[config.mk]
export PLATFORM = sky130hd
export DESIGN_NAME = serial_demux4_rx
export DESIGN_NICKNAME = d
export VERILOG_FILES = /design/src/rtl/serial_demux4_rx.sv
export SDC_FILE = /design/constraint.sdc
export NUM_CORES = 1
export LEC_CHECK = 0
export CORE_AREA = 5 5 42 44
export DETAILED_ROUTE_END_ITERATION = 10
export DIE_AREA = 0 0 47 49
export PLACE_DENSITY = 0.87
export SYNTH_ARGS = -nofsm -noshare
export SYNTH_HDL_FRONTEND = slang
export SYNTH_SLANG_ARGS = --single-unit
[constraint.sdc]
create_clock -name clk -period 3.6 [get_ports clk]
set_input_delay 1.08 -clock clk [delete_from_list [all_inputs] [get_ports clk]]
set_output_delay 1.08 -clock clk [all_outputs]
set_load 0.01 [all_outputs]
[src/rtl/serial_demux4_rx.sv]
// Receive side of the 4:1 serial lane: rebuilds N-bit words from a slot-ordered bit
// stream and offers each completed word through a one-entry valid/ready holding register.
module serial_demux4_rx #(
  parameter int N    = 4,
  parameter int SELW = 2
) (
  input  logic            clk,
  input  logic            rst,
  input  logic            bit_in,
  input  logic            bit_valid,
  input  logic            frame_start,
  output logic [N-1:0]    data_out,
  output logic            out_valid,
  input  logic            out_ready,
  output logic [SELW-1:0] sel_out,
  output logic            sync_err,
  output logic            overflow,
  output logic            o_dbg_state
);

  // Handshake: a word moves to the consumer on a rising edge where out_valid && out_ready;
  // out_valid never drops and data_out never changes until that transfer occurs.

  typedef enum logic {
    IDLE    = 1'b0,
    COLLECT = 1'b1
  } state_t;

  localparam logic [SELW-1:0] SEL_LAST = SELW'(N - 1);

  state_t          r_state;
  logic [SELW-1:0] r_sel;
  logic [N-1:0]    r_shift;
  logic [N-1:0]    r_data;
  logic            r_valid;
  logic            r_sync_err;
  logic            r_overflow;

  logic [N-1:0]    w_merged;
  logic            w_resync;
  logic            w_done;
  logic            w_xfer;

  always_comb begin
    w_merged        = r_shift;
    w_merged[r_sel] = bit_in;
  end

  // A mid-word frame_start restarts the word, so it can never also complete one.
  assign w_resync = bit_valid && frame_start && (r_state == COLLECT) && (r_sel != '0);
  assign w_done   = bit_valid && (r_state == COLLECT) && !w_resync && (r_sel == SEL_LAST);
  assign w_xfer   = r_valid && out_ready;

  always_ff @(posedge clk) begin
    if (rst) begin
      r_state    <= IDLE;
      r_sel      <= '0;
      r_shift    <= '0;
      r_sync_err <= 1'b0;
    end else begin
      r_sync_err <= 1'b0;
      case (r_state)
        IDLE: begin
          if (bit_valid && frame_start) begin
            r_shift <= {{(N-1){1'b0}}, bit_in};
            r_sel   <= SELW'(1);
            r_state <= COLLECT;
          end
        end
        COLLECT: begin
          if (w_resync) begin
            r_shift    <= {{(N-1){1'b0}}, bit_in};
            r_sel      <= SELW'(1);
            r_sync_err <= 1'b1;
          end else if (w_done) begin
            r_shift <= '0;
            r_sel   <= '0;
          end else if (bit_valid) begin
            r_shift <= w_merged;
            r_sel   <= r_sel + SELW'(1);
          end
        end
        default: begin
          r_state <= IDLE;
          r_sel   <= '0;
          r_shift <= '0;
        end
      endcase
    end
  end

  always_ff @(posedge clk) begin
    if (rst) begin
      r_data     <= '0;
      r_valid    <= 1'b0;
      r_overflow <= 1'b0;
    end else if (w_done) begin
      if (!r_valid || out_ready) begin
        r_data  <= w_merged;
        r_valid <= 1'b1;
      end else begin
        r_overflow <= 1'b1;
      end
    end else if (w_xfer) begin
      r_valid <= 1'b0;
    end
  end

  assign data_out    = r_data;
  assign out_valid   = r_valid;
  assign sel_out     = r_sel;
  assign sync_err    = r_sync_err;
  assign overflow    = r_overflow;
  assign o_dbg_state = r_state;

endmodule

[Word-level counts from Yosys, hierarchy flattened]
Index checks and enable logic that the tools add are counted.
Word-level totals
  bits in writable memories: 0
  bits in latches: 0
  bits in registers: 14
  memory bits (read-only): 0
  word-level logic and storage cells: 53
  memories: 0
Cells by class
  multipliers: 0
  reductions and logical operators: 18
  equality and inequality tests: 4
  divide/modulo/power cells: 0
  muxes and demuxes: 19
  shift operators: 0
  bitwise logic cells: 2
  add/sub/neg operators: 1
  magnitude comparators: 2
Operators by type and width (number)
  $mux 4: 4
  $logic_and 1x1->1: 8
  $mux 2: 4
  $pmux 4 s2: 1
  $reduce_and 2->1: 4
  $mux 1: 7
  $bwmux 4: 1
  $ne 4x2->1 const B: 1
  $pmux 2 s2: 1
  $reduce_bool 2->1: 2
  $lt 2x3->1 const B: 1
  $add 2x1->2 const B: 1
  $demux 1 s2: 1
  $eq 2x2->1 const B: 1
  $ge 2x1->1 const B: 1
  $logic_not 1->1: 2
  $ne 2x1->1 const B: 1
  $ne 2x2->1 const B: 1
  $not 1->1: 2
  $reduce_or 2->1: 1
  $logic_or 1x1->1: 1

[Logic depth before layout (Yosys ltp)]
Gate-level depths: netlist of the first run.
  depth in word-level cells: 9
  mapped depth: 6

[Worst setup path after synthesis of the first run]
No wires, ideal clock.
  path kind: input port to flip-flop
  start point: input port bit_valid
  end point: register r_data[3] (netlist: data_out[3])
  buffers on the path: 1
  stages on the path: 4
  path slack: 1829 ps
  arrival: 1699 ps
  setup time: 72 ps
  data required time: 3528 ps
  cells stage by stage: and2_1 buf_6 and4_4 mux2i_1
On the way
  longest elaborated chain between the ends: 7
  elaborated cells on any way between the ends: 8
  those cells by class: 8 x reduce/logical
Ends and longest elaborated chain
  start: declaration: RTL line 10  | input logic bit_valid,
  $logic_and 1x1->1 (3 in a row): RTL line 50  | assign w_resync = bit_valid && frame_start && (r_state == COLLECT) && (r_sel != '0);
  $logic_not 1->1: RTL line 51  | assign w_done = bit_valid && (r_state == COLLECT) && !w_resync && (r_sel == SEL_LAST);
  $logic_and 1x1->1 (*) (2 in a row): RTL line 51
  $reduce_and 2->1 (no source line) (*)
  end signal: assignment: RTL line 99  | r_data <= w_merged;
  end: declaration: RTL line 34  | logic [N-1:0] r_data;
Every way passes the cells marked *; elsewhere a longest branch is shown, timed or not.
A chain may end at the register's enable or synchronous reset.

[Worst setup path in the final report of the first run]
  start point: register r_state (netlist: o_dbg_state)
  end point: output port o_dbg_state
RTL lines
  start: declaration: RTL line 31  | state_t r_state;
  start signal: assignment: RTL line 56  | r_state <= IDLE;
  start signal: assignment: RTL line 67  | r_state <= COLLECT;
  start signal: assignment: RTL line 84  | r_state <= IDLE;
  end: declaration: RTL line 18  | output logic o_dbg_state
No word-level cell between the ends.

==> results.cfg, run 1 <==
[clocking]
cts_root_buf = clkbuf_4
cts_tree = built
cts_resized = 0
cts.htree.levels = 1
clock_sinks = 13
clock_latency_ns = 0.28
clk_pin_slew_ns = 0.08
clk_path_buf_depth = 2
hold_buffers = 0
numCtsBuffers = 3
cts_setup_buffers = 0

[pwr]
comb_power_share_pct = 11.8
clkPwrFrac_pct = 33.1
power_switching_share_pct = 24.4
powerDensity_nw_per_um2 = 338
p_seq_share_pct = 55.1
internal_power_mw = 0.206
ir_worst_vdd_uv = 232
p_switching_mw = 0.0664
leakagePower_nw = 0.283

[global_route]
grt_max_degree = 15
grt_pass1_wl_um = 2210
grt_overflow = 0
grt_pass1_vias = 507
track_usage_pct = 12.9
antenna_found_initial = 0

[floorplan]
pin_count = 16
die_height_um = 49
fp.dieW_um = 47
core_um2 = 1400
dieArea_um2 = 2300
start_util_pct = 45.3
num_rows = 14

[placement]
hpwl_um = 923
io_buffers = 15
dp_cells = 91
gp_congestion = 0.745

[timing]
fin_crit_sh_pct = 65.7
fmax_mhz = 423
drv_slew = 0
setup_viol = 0
hold_viol = 0
rsz0062_at_grt = false
finClkSkew_ns = 0.00303
tightest_slew_ns = 0.460
fin_crit_ns = 2.36
slew_headroom_pct = 69.2
fin_setup_tns_ns = 0

[logic_synthesis]
synthDistinctLibCells = 26
syn_nets = 74
syn_area_um2 = 634
netlist_instances = 64
postSynthAreaPerCell_um2 = 9.91
ys_seq_area_share_pct = 41.0
yosys_warnings = 0
ys_seq_elements = 13

[job]
drv_cap = 0

[drt]
routed_wl_um = 1290
first_pass_iters = 4
antenna_left = 0
drtIter0Drc = 13
route.detailed.wl_per_inst_um = 13.6
drc = 0
avgViaCountPerCell = 5.85
vias = 556

[critical_path]
cp_cell_sequence = clkdlybuf4s50_1
crit_fanout = 7
critical-path-top-delay-family = buffers and inverters
crit_buf_inv = 1
end_kind = output pin
cp-start-kind = register
cpMaxStageDelayCell = clkdlybuf4s50_1
critPathArrivalTime_ns = 1.28
slowest_delay_ns = 0.58
critPathRequiredTime_ns = 2.52
critPathKind = reg -> out

[layout]
synthToLayoutAreaGrowth_pct = 27.0
antenna_cells = 0
instances_no_fill = 95
drive_above_1_share_pct = 5.06
postLayoutCoreUtil_pct = 57.5
finalNetCount = 90

[run_status]
outcome = finished, final reports clean

[hold_path]
hold_path_class = reg -> reg
## cell usage in the layout (no fill, tap or decap), types with 2 or more instances in the layout
cell / synthesis / routed
a211oi_1: 4 / 4
a21oi_1: 5 / 5
a41oi_1: 4 / 4
clkbuf_4: 0 / 3
clkdlybuf4s50_1: 0 / 15
dfxtp_1: 13 / 13
ha_1: 4 / 4
inv_1: 3 / 3
mux2i_1: 4 / 4
nand2_1: 2 / 2
nand2b_1: 4 / 4
nand4bb_1: 2 / 2
nor2_1: 3 / 3
## power groups by stage
stage,Clock (mW),Sequential [mW],Combinational (mW)
after global placement,0,0.153,0.0315
after global routing,0.102,0.151,0.0359
after detailed placement,0,0.153,0.0319
after CTS,0.0937,0.150,0.0322
after floorplan,0,0.154,0.0181
final,0.0900,0.150,0.0320
## per-stage QoR
step | total power, mW | instance area (um2) | setup slack, ns | hold WS [ns]
3_3_place_gp | 0.185 | 779 | 1.14 | 0.443
3_5_place_dp | 0.185 | 779 | 1.09 | 0.454
5_1_grt | 0.289 | 806 | 1.18 | 0.482
4_1_cts | 0.276 | 806 | 1.22 | 0.465
2_1_floorplan | 0.172 | 634 | 1.83 | 0.436
6_report | 0.272 | 806 | 1.24 | 0.461
## layer usage
layer	routed length, um	part of all wire [%]	global-route usage, %	vias up
met5	0	0	0	-
met4	35	2.7	8.29	0
met3	77	6.0	2.58	5
met2	629	49	18.6	20
met1	549	43	16.9	259
li1	-	-	-	272
## cell usage after synthesis, drive strengths merged
library cell  instances  share of area (%)
nor3b                 1                1.2
nand2b                4                3.9
o211a                 1                1.6
o2111ai               1                1.4
and3                  1               0.99
clkbuf                1               0.59
a21oi                 5                3.9
nand3                 1               0.79
o21ai                 1               0.79
ha                    4                7.9
and4                  1                1.8
a32oi                 1                1.4
a211oi                4                4.7
inv                   3                1.8
a211o                 1                1.4
nand3b                1                1.2
mux2i                 4                6.3
nand2                 2                1.2
and2                  1               0.99
a41oi                 4                5.5
nor2                  3                1.8
dfxtp                13                 41
buf                   3                3.4
nand4bb               2                3.6
nor2b                 1               0.99
## state kept, by name, summed over array words and instances, names as in the netlist
register / flops
sync_err: 1
overflow: 1
data_out: 4
sel_out: 2
out_valid: 1
o_dbg_state: 1
r_shift: 3
## path summary, 6_finish.rpt
path / startpoint / end / slack, ns / depth (start not counted)
max: o_dbg_state$_SDFF_PP0_ / o_dbg_state / 1.24 / 1
max reg2reg: sel_out[0]$_SDFFE_PP0P_ / data_out[2]$_SDFFE_PP0P_ / 1.98 / 5
min reg2reg: r_shift[2]$_SDFFE_PP0P_ / r_shift[2]$_SDFFE_PP0P_ / 0.46 / 2
min: r_shift[2]$_SDFFE_PP0P_ / r_shift[2]$_SDFFE_PP0P_ / 0.46 / 2
## cells by family after synthesis
group           Yosys count  synth area share [%]
buf+inv                   7                  5.72
mux                       4                  6.31
simple gates             18                  18.3
flops                    13                  41.0
compound gates           18                  20.7
fa+ha+maj                 4                  7.89
## area by class of cell
| type | count | area, um2 |
|---|---|---|
| flip-flops and latches | 13 | 260 |
| well taps | 16 | 20.0 |
| repair buffers | 15 | 150 |
| multi-input cells | 44 | 338 |
| clock buffers | 4 | 26.3 |
| inverters | 3 | 11.3 |
| fillers | 141 | 596 |
Note: power is estimated with default switching activity, not from simulation.
==> inputs of run 2 (changes only) <==
Settings changed: CORE_AREA 5 5 42 44 to default, CORE_MARGIN from default to 5, CORE_UTILIZATION from default to 41, DIE_AREA 0 0 47 49 to default, PLACE_DENSITY 0.87 to 0.8.
Clock period 3.6 ns to 1.9 ns, I/O delays scaled along.
==> run 2 against run 1 <==
Sequential power rose by 89%. Die area rose by 5.7%. Worst setup slack got worse by 1.2 ns. Sequential cell count did not move. First-iteration DRC count rose by 46%. Clock skew barely moved. Clock-buffer cell count did not move. Critical endpoint unchanged. Largest cell class unchanged. Largest power group unchanged.
==> results.cfg, run 2 (synthesized netlist as in run 1, its figures left out) <==
[drt]
first_pass_iters = 4
antenna_left = 0
avgViaCountPerCell = 5.73
route.detailed.wl_per_inst_um = 13.5
drc = 0
routed_wl_um = 1340
drtIter0Drc = 19
vias = 567

[pwr]
p_seq_share_pct = 54.3
power_switching_share_pct = 24.4
p_switching_mw = 0.128
internal_power_mw = 0.395
comb_power_share_pct = 13.0
ir_worst_vdd_uv = 316
clkPwrFrac_pct = 32.6
powerDensity_nw_per_um2 = 626
leakagePower_nw = 0.302

[critical_path]
slowest_delay_ns = 0.57
critPathKind = reg -> out
critical-path-top-delay-family = buffers and inverters
end_kind = output pin
cpMaxStageDelayCell = clkdlybuf4s50_1
critPathArrivalTime_ns = 1.27
crit_fanout = 7
cp_cell_sequence = clkdlybuf4s50_1
critPathRequiredTime_ns = 1.33
cp-start-kind = register
crit_buf_inv = 1

[timing]
rsz0062_at_grt = false
hold_viol = 0
setup_viol = 0
fmax_mhz = 543
tightest_slew_ns = 0.457
finClkSkew_ns = 0.00350
fin_crit_sh_pct = 96.8
fin_crit_ns = 1.84
drv_slew = 0
slew_headroom_pct = 69.4
holdWs_ns = 0.463

[clocking]
cts.htree.levels = 1
clock_latency_ns = 0.28
numCtsBuffers = 3
cts_resized = 0
cts_root_buf = clkbuf_4
clk_pin_slew_ns = 0.08
hold_buffers = 0
cts_setup_buffers = 0
clock_sinks = 13
clk_path_buf_depth = 2
cts_tree = built

[global_route]
use_met3_pct = 2.75
grt_max_degree = 15
grt_util_met1_pct = 15.4
grt_util_met2_pct = 18.0
grt_pass1_wl_um = 2330
track_usage_pct = 12.0
grt.busiest_layer = met2
grt_overflow = 0
grt_pass1_vias = 515
antenna_found_initial = 0

[layout]
largest_reg_flops = 4
drive_above_1_share_pct = 9.64
layout_commonest_cell = clkdlybuf4s50_1
antenna_cells = 0
finalNetCount = 94
postLayoutCoreUtil_pct = 56.1
synthToLayoutAreaGrowth_pct = 31.8
layout_common_cells = clkdlybuf4s50_1, dfxtp_1, a21oi_1
instances_no_fill = 99
fillers = 143

[run_status]
outcome = finished, final reports clean

[floorplan]
num_rows = 14
start_util_pct = 42.6
die_height_um = 49.3
core_um2 = 1490
dieArea_um2 = 2430
fp.dieW_um = 49.3
pin_count = 16

[placement]
io_buffers = 15
gp_congestion = 0.694
dp_cells = 95
hpwl_um = 1000

[job]
drv_cap = 0

[hold_path]
hold_path_class = reg -> reg
[run 2: changes by cell type in the layout (fill, tap and decap cells not counted)]
cell | previous run | this run
buf_4 | 0 | 4
[run 2: path summary, 6_finish.rpt]
kind | end | from | cells after the start | slack [ns]
max | o_dbg_state | o_dbg_state$_SDFF_PP0_ | 1 | 0.06
min | r_shift[2]$_SDFFE_PP0P_ | r_shift[2]$_SDFFE_PP0P_ | 2 | 0.46
max reg2reg | r_shift[0]$_SDFFE_PP0P_ | sel_out[0]$_SDFFE_PP0P_ | 5 | 0.34
min reg2reg | r_shift[2]$_SDFFE_PP0P_ | r_shift[2]$_SDFFE_PP0P_ | 2 | 0.46
[run 2: layer usage]
layer,wire [um],up-vias
li1,-,276
met4,34,0
met1,551,260
met2,653,26
met3,101,5
met5,0,-
[run 2: power by group through the flow]
stage,registers (mW),logic [mW],clock network [mW]
final,0.284,0.0681,0.171
after global routing,0.285,0.0747,0.189
after CTS,0.284,0.0681,0.177
after floorplan,0.291,0.0342,0
after global placement,0.290,0.0667,0
after detailed placement,0.291,0.0675,0
[run 2: through the flow]
stage | setup WS, ns | setup TNS (ns) | cell area, um2 | power [mW]
after floorplan | 0.432 | 0 | 634 | 0.325
after global placement | 0.0308 | 0 | 810 | 0.357
after detailed placement | -0.0184 | -0.0184 | 810 | 0.358
after CTS | 0.0491 | 0 | 836 | 0.529
after global routing | 0.00150 | 0 | 836 | 0.549
final | 0.0599 | 0 | 836 | 0.523
[run 2: cell type report]
| type | instances | area, um2 | share of cell area (%) |
|---|---|---|---|
| clock buffers | 4 | 26.3 | 3.14 |
| inverters | 3 | 11.3 | 1.35 |
| flip-flops and latches | 13 | 260 | 31.1 |
| well taps | 16 | 20.0 | 2.40 |
| repair buffers | 19 | 180 | 21.6 |
| multi-input cells | 44 | 338 | 40.4 |
[run 2: worst reg2reg max path: stages, from the launching register on]
cell and delay, ns:
dfxtp_1 0.42, inv_1 0.11, ha_1 0.25, nand3b_1 0.22
a211o_1 0.31, and3_1 0.16
